`config.mk`:
```
export PLATFORM = sky130hd
export DESIGN_NAME = decode_stage_p
export DESIGN_NICKNAME = d
export VERILOG_FILES = /design/src/rtl/decode_stage_p_pkg.sv /design/src/rtl/decode_regfile.sv /design/src/rtl/decode_stage_p.sv
export SDC_FILE = /design/constraint.sdc
export NUM_CORES = 2
export LEC_CHECK = 0
export BUFFER_PORTS_ARGS = -buffer_cell sky130_fd_sc_hd__clkbuf_2
export CORE_MARGIN = 8
export CORE_UTILIZATION = 45
export DETAILED_ROUTE_END_ITERATION = 12
export PLACE_DENSITY = 0.65
export SETUP_SLACK_MARGIN = 0.05
export SLEW_MARGIN = 20
export SYNTH_ARGS = -nofsm -noshare
export SYNTH_HDL_FRONTEND = slang
export SYNTH_SLANG_ARGS = --single-unit
```
`constraint.sdc`:
```
create_clock -name clk -period 3.7 [get_ports clk]
set_input_delay 0.74 -clock clk [delete_from_list [all_inputs] [get_ports clk]]
set_output_delay 0.74 -clock clk [all_outputs]
set_load 0.02 [all_outputs]
```
`src/rtl/decode_stage_p_pkg.sv`:
```
// Shared decode definitions: opcodes, instruction-type codes and source-usage helpers.
package decode_stage_p_pkg;

  localparam logic [6:0] OP_LUI    = 7'b0110111;
  localparam logic [6:0] OP_AUIPC  = 7'b0010111;
  localparam logic [6:0] OP_JAL    = 7'b1101111;
  localparam logic [6:0] OP_JALR   = 7'b1100111;
  localparam logic [6:0] OP_BRANCH = 7'b1100011;
  localparam logic [6:0] OP_LOAD   = 7'b0000011;
  localparam logic [6:0] OP_STORE  = 7'b0100011;
  localparam logic [6:0] OP_IMM    = 7'b0010011;
  localparam logic [6:0] OP_REG    = 7'b0110011;

  localparam logic [2:0] TYPER = 3'd0;
  localparam logic [2:0] TYPEI = 3'd1;
  localparam logic [2:0] TYPES = 3'd2;
  localparam logic [2:0] TYPEB = 3'd3;
  localparam logic [2:0] TYPEU = 3'd4;
  localparam logic [2:0] TYPEJ = 3'd5;

  function automatic logic uses_rs1(input logic [2:0] t);
    return t inside {TYPER, TYPEI, TYPES, TYPEB};
  endfunction

  function automatic logic uses_rs2(input logic [2:0] t);
    return t inside {TYPER, TYPES, TYPEB};
  endfunction

endpackage

```
`src/rtl/decode_regfile.sv`:
```
// Architectural register file: two combinational read ports, one write port, x0 hardwired to zero.
module decode_regfile #(
  parameter int unsigned XLEN    = 32,
  parameter int unsigned REG_NUM = 32
) (
  input  logic                       clk,
  input  logic                       rst,
  input  logic [$clog2(REG_NUM)-1:0] raddr1_i,
  input  logic [$clog2(REG_NUM)-1:0] raddr2_i,
  output logic [XLEN-1:0]            rdata1_o,
  output logic [XLEN-1:0]            rdata2_o,
  input  logic                       we_i,
  input  logic [$clog2(REG_NUM)-1:0] waddr_i,
  input  logic [XLEN-1:0]            wdata_i
);

  logic [XLEN-1:0] mem_q [REG_NUM];

  always_ff @(posedge clk) begin
    if (rst) begin
      for (int i = 0; i < int'(REG_NUM); i++) mem_q[i] <= '0;
    end else if (we_i && (waddr_i != '0)) begin
      mem_q[waddr_i] <= wdata_i;
    end
  end

  assign rdata1_o = (raddr1_i == '0) ? '0 : mem_q[raddr1_i];
  assign rdata2_o = (raddr2_i == '0) ? '0 : mem_q[raddr2_i];

endmodule

```
`src/rtl/decode_stage_p.sv`:
```
// Decode pipeline stage: latches fetch fields, reads registers, forwards E/M/W results, stalls on load-use.
// Optional performance counters are built when DECODE_PERF_CNT_EN is defined.
module decode_stage_p
  import decode_stage_p_pkg::*;
#(
  parameter int unsigned    XLEN         = 32,
  parameter int unsigned    REG_NUM      = 32,
  parameter logic [XLEN-1:0] COMMIT_BASE  = XLEN'(32'h80000000),
  parameter logic [XLEN-1:0] COMMIT_LIMIT = XLEN'(32'h87ffffff)
) (
  input  logic                       clk,
  input  logic                       rst,
  input  logic                       flush,
  input  logic                       f_to_d_valid,
  output logic                       d_allow_in,
  input  logic                       e_allow_in,
  output logic                       d_to_e_valid,
  input  logic [XLEN-1:0]            f_pc,
  input  logic [XLEN-1:0]            f_default_pc,
  input  logic [31:0]                f_instr,
  input  logic [6:0]                 f_opcode,
  input  logic [9:0]                 f_funct,
  input  logic [$clog2(REG_NUM)-1:0] f_rd,
  input  logic [$clog2(REG_NUM)-1:0] f_rs1,
  input  logic [$clog2(REG_NUM)-1:0] f_rs2,
  input  logic [XLEN-1:0]            f_imm,
  input  logic [2:0]                 f_instr_type,
  input  logic                       e_valid,
  input  logic                       e_wen,
  input  logic                       e_is_load,
  input  logic [$clog2(REG_NUM)-1:0] e_rd,
  input  logic [XLEN-1:0]            e_data,
  input  logic                       m_valid,
  input  logic                       m_wen,
  input  logic                       m_data_ok,
  input  logic [$clog2(REG_NUM)-1:0] m_rd,
  input  logic [XLEN-1:0]            m_data,
  input  logic                       w_valid,
  input  logic                       w_wen,
  input  logic [$clog2(REG_NUM)-1:0] w_rd,
  input  logic [XLEN-1:0]            w_data,
  output logic [XLEN-1:0]            D_pc,
  output logic [XLEN-1:0]            D_default_pc,
  output logic [XLEN-1:0]            D_imm,
  output logic [31:0]                D_instr,
  output logic [6:0]                 D_opcode,
  output logic [9:0]                 D_funct,
  output logic [2:0]                 D_instr_type,
  output logic [$clog2(REG_NUM)-1:0] D_rd,
  output logic [$clog2(REG_NUM)-1:0] D_rs1,
  output logic [$clog2(REG_NUM)-1:0] D_rs2,
  output logic                       D_commit,
  output logic [XLEN-1:0]            d_val1,
  output logic [XLEN-1:0]            d_val2
`ifdef DECODE_PERF_CNT_EN
  ,
  output logic [31:0]                stall_cnt,
  output logic [31:0]                flush_cnt
`endif
);

  localparam int unsigned RW = $clog2(REG_NUM);

  logic            d_valid_q;
  logic            stall;
  logic            capture;
  logic [XLEN-1:0] rf_rdata1;
  logic [XLEN-1:0] rf_rdata2;

  decode_regfile #(.XLEN(XLEN), .REG_NUM(REG_NUM)) u_regfile (
    .clk      (clk),
    .rst      (rst),
    .raddr1_i (D_rs1),
    .raddr2_i (D_rs2),
    .rdata1_o (rf_rdata1),
    .rdata2_o (rf_rdata2),
    .we_i     (w_valid && w_wen),
    .waddr_i  (w_rd),
    .wdata_i  (w_data)
  );

  // Per-source hazard detection and forwarding mux (E non-load > M ready > W > register file).
  for (genvar s = 0; s < 2; s++) begin : g_src
    logic [RW-1:0]   rs;
    logic            live;
    logic            e_hit;
    logic            m_hit;
    logic            w_hit;
    logic            stall_c;
    logic [XLEN-1:0] val;

    assign rs      = (s == 0) ? D_rs1 : D_rs2;
    assign live    = ((s == 0) ? uses_rs1(D_instr_type) : uses_rs2(D_instr_type)) && (rs != '0);
    assign e_hit   = e_valid && e_wen && (e_rd == rs) && (e_rd != '0);
    assign m_hit   = m_valid && m_wen && (m_rd == rs) && (m_rd != '0);
    assign w_hit   = w_valid && w_wen && (w_rd == rs) && (w_rd != '0);
    assign stall_c = live && ((e_hit && e_is_load) || (m_hit && !m_data_ok));

    always_comb begin
      val = '0;
      if (live) begin
        if (e_hit && !e_is_load)    val = e_data;
        else if (m_hit && m_data_ok) val = m_data;
        else if (w_hit)              val = w_data;
        else                         val = (s == 0) ? rf_rdata1 : rf_rdata2;
      end
    end
  end

  assign d_val1       = g_src[0].val;
  assign d_val2       = g_src[1].val;
  assign stall        = g_src[0].stall_c || g_src[1].stall_c;
  assign d_allow_in   = !d_valid_q || (!stall && e_allow_in);
  assign d_to_e_valid = d_valid_q && !stall;
  assign capture      = d_allow_in && f_to_d_valid && !flush;

  always_ff @(posedge clk) begin
    if (rst || flush) d_valid_q <= 1'b0;
    else if (d_allow_in) d_valid_q <= f_to_d_valid;
  end

  // Latched instruction fields; flush drops the incoming instruction but leaves D_* untouched.
  always_ff @(posedge clk) begin
    if (rst) begin
      D_pc         <= '0;
      D_default_pc <= '0;
      D_imm        <= '0;
      D_instr      <= '0;
      D_opcode     <= '0;
      D_funct      <= '0;
      D_instr_type <= '0;
      D_rd         <= '0;
      D_rs1        <= '0;
      D_rs2        <= '0;
      D_commit     <= 1'b0;
    end else if (capture) begin
      D_pc         <= f_pc;
      D_default_pc <= f_default_pc;
      D_imm        <= f_imm;
      D_instr      <= f_instr;
      D_opcode     <= f_opcode;
      D_funct      <= f_funct;
      D_instr_type <= f_instr_type;
      D_rd         <= f_rd;
      D_rs1        <= f_rs1;
      D_rs2        <= f_rs2;
      D_commit     <= (f_pc >= COMMIT_BASE) && (f_pc <= COMMIT_LIMIT);
    end
  end

`ifdef DECODE_PERF_CNT_EN
  // Saturating stall/flush event counters.
  always_ff @(posedge clk) begin
    if (rst) begin
      stall_cnt <= '0;
      flush_cnt <= '0;
    end else begin
      if (d_valid_q && stall && (stall_cnt != '1)) stall_cnt <= stall_cnt + 32'd1;
      if (d_valid_q && flush && (flush_cnt != '1)) flush_cnt <= flush_cnt + 32'd1;
    end
  end
`endif

endmodule

```
==> flow_summary.ini <==
[sta]
hold_viol_final = 0
setup_violations = 64
fin_skew_ns = 0.0172
drv_slew = 0
period_share_pct = 111
fin_ws_ns = -0.421
period_needed_ns = 4.12
relSlewSlack_pct = 35.9
fmax_ghz = 0.243
hold-worst-slack_ns = 0.153
tightest_slew_ns = 0.961
rsz0062_at_grt = yes

[yosys]
syn_inst = 4664
synth_enable_flop_cells = 1024
synthFlopType = edfxtp_1
synth_top_area_share_pct = 48.4
postSynthAreaPerCell_um2 = 13.6
ys_seq_elements = 1199
yosysWarnings = 0
synth_area_mm2 = 0.0636
synthTopCellsByArea = edfxtp_1 (48%), mux4_2 (16%), and2_1 (9.8%), dfxtp_1 (5.5%), mux2i_1 (5.3%)
synth_top_area_cell = edfxtp_1
yosys.cell_count.top_type = edfxtp_1
synth_common_cells = edfxtp_1 (1024), and2_1 (995), mux4_2 (448)
synth_cell_types = 49
seq_area_frac_synth_pct = 53.9
async_flop_share_pct = 0

[worst_setup_path]
cp-start-kind = flop
cp.arrival_ns = 3.38
crit_path_top_delay_cell = mux4_2
endpoint_kind = output pin
path_cells = buf_12, buf_16, buf_12, buf_6, mux4_2, o22ai_2, a211o_1, nor4_2, a211oi_1, o21ai_1, buf_4
cp_common_cell = buf_12
required_ns = 2.96
worst-setup-path-type = reg2out
path_max_fanout = 7
cpPeakStageDelay_ns = 0.50

[route]
drt_wl_total_mm = 258
detail-route-antenna-nets = 0
drt_iter0_drc = 6647
drc = 0
viasPerCell = 6.44
wl_per_cell_um = 35.1
route.vias.total = 47500
dr.pass1.iters = 6

[clock_tree]
cts_buffer_depth = 3
cts_sinks = 1199
cts_root_buffer = clkbuf_16
numCtsBuffers = 133
cts.reportedPaths.clkPinSlew_ns = 0.06
cts_hold_buf = 0
cts_max_level = 4
cts_tree = built
clk-insertion-delay-late_ns = 0.78

[floorplan]
io_pins = 517
start_util_pct = 45.1
die_h_um = 392
core_area_mm2 = 0.141
die-width_um = 392
rows = 138
dieArea_mm2 = 0.154

[placed_design]
port-buffer-count = 516
post-dp-hpwl_mm = 165
finalWeightedCongestion = 0.921
pre_cts_slack_ns = -0.445

[run]
cap_violations = 0

[global_route]
grt.overflow.total = 0
grt_max_degree = 125
antenna_found_initial = 26
grtUsageTotal_pct = 32.6
first_global_vias = 47500
grt_pass1_wl_mm = 357

[power_and_ir_drop]
p_clk_share_pct = 38.6
p_int_w = 0.0254
power_leakage_nw = 28.0
p_sw_share_pct = 27.0
p_sw_w = 0.00941
power_frac_comb_pct = 16.2
pwr-share-seq_pct = 45.3
ir_drop_uv = 425
p_per_area_mw_per_mm2 = 438
p_total_w = 0.0348

[cells_and_area]
drive_gt1_share_pct = 36.9
fin_nets = 5645
area_growth_pct = 25.2

[status]
status = finished, violations left
violations = negative setup slack

[worst_hold_path]
min_path_type = in2reg
==> layout by cell type (no fill, tap or decap), types with 58 or more instances in the layout <==
cell and instances:
edfxtp_1 1024, and2_1 994, clkbuf_2 450, mux4_2 448, buf_4 339, nand2b_1 327, mux2i_1 317, dfxtp_1 160
clkbuf_16 139, buf_12 103, o22ai_1 85, a22oi_1 61, o21ai_0 58
==> worst max-delay path, delay by kind of cell, from the launching register on <==
kind / cells / cell delay (ns)
AO/OA/AOI/OAI: 4 / 0.88
multiplexers: 1 / 0.50
AND/OR/NAND/NOR: 1 / 0.08
flip-flops: 1 / 0.43
buffers and inverters: 5 / 0.70
==> stage by stage <==
| step | cell area, um^2 | std cells | setup TNS (ns) | utilization (%) |
|---|---|---|---|---|
| global route | 79500 | 7360 | -24.19 | 56.5 |
| global placement | 71100 | 6965 | -15.42 | 50.4 |
| detailed placement | 71100 | 6965 | -19.08 | 50.4 |
| CTS | 78500 | 7322 | -25.37 | 55.8 |
| floorplan | 64100 | 4695 | -0.151 | - |
| finish | 79600 | 7368 | -18.90 | 56.5 |
==> flip-flops by register name, indices dropped and copies added (netlist names), named ones only <==
register         cells
u_regfile.mem_q   1024
D_instr             32
D_rs1                5
D_rs2                5
D_imm               32
D_funct             10
d_valid_q            1
D_instr_type         3
D_pc                32
D_commit             1
D_default_pc        32
D_opcode             7
D_rd                 5
==> power by group through the flow <==
stage	combinational [W]	sequential, W	clock, W
2_1_floorplan	0.00265	0.0160	0
3_3_place_gp	0.00475	0.0160	0
3_5_place_dp	0.00477	0.0160	0
4_1_cts	0.00535	0.0157	0.0135
5_1_grt	0.00581	0.0158	0.0140
6_report	0.00564	0.0158	0.0134
==> metal layers <==
metal | vias to the layer above | part of all wire (%) | track usage, %
li1 | 19000 | - | -
met3 | 805 | 15 | 12.4
met1 | 23800 | 34 | 39.4
met5 | - | 0.0050 | 0
met4 | 2 | 6.2 | 18.0
met2 | 3814 | 45 | 50.6
==> final timing paths <==
path / depth (start not counted) / slack (ns) / start / to
worst min-delay path: 2 / 0.15 / flush / d_valid_q
worst max register to register: 9 / 0.90 / D_rs1[0] / D_instr[12]
worst min register to register: 2 / 0.47 / D_pc[27] / D_pc[27]
worst max-delay path: 11 / -0.42 / flop / d_val1[3]
==> repair_timing <==
item,4_1_cts,5_1_grt
setup endpoints to repair,66,66
pin swaps,87,66
resized for setup,344,198
buffers inserted,90,42
cloned,25,4
==> logic make-up after synthesis <==
group | synth area share [%]
AO/OA/AOI/OAI | 5.52
multiplexers | 21.7
flip-flops | 53.9
buffers and inverters | 3.05
other | 0.00590
XOR/XNOR | 0.386
AND/OR/NAND/NOR | 15.4
==> final cells by class <==
| cell class | instances | area (um^2) |
|---|---|---|
| Inverter | 4 | 15.0 |
| Clock buffer | 171 | 3560 |
| Antenna cell | 13 | 32.5 |
| Tap cell | 1890 | 2360 |
| Fill cell | 11200 | 61300 |
| Clock inverter | 71 | 762 |
| Sequential cell | 1199 | 34300 |
| Timing Repair Buffer | 1018 | 8920 |
| Multi-Input combinational cell | 3002 | 29600 |
Power figures use the tool's default switching activity.
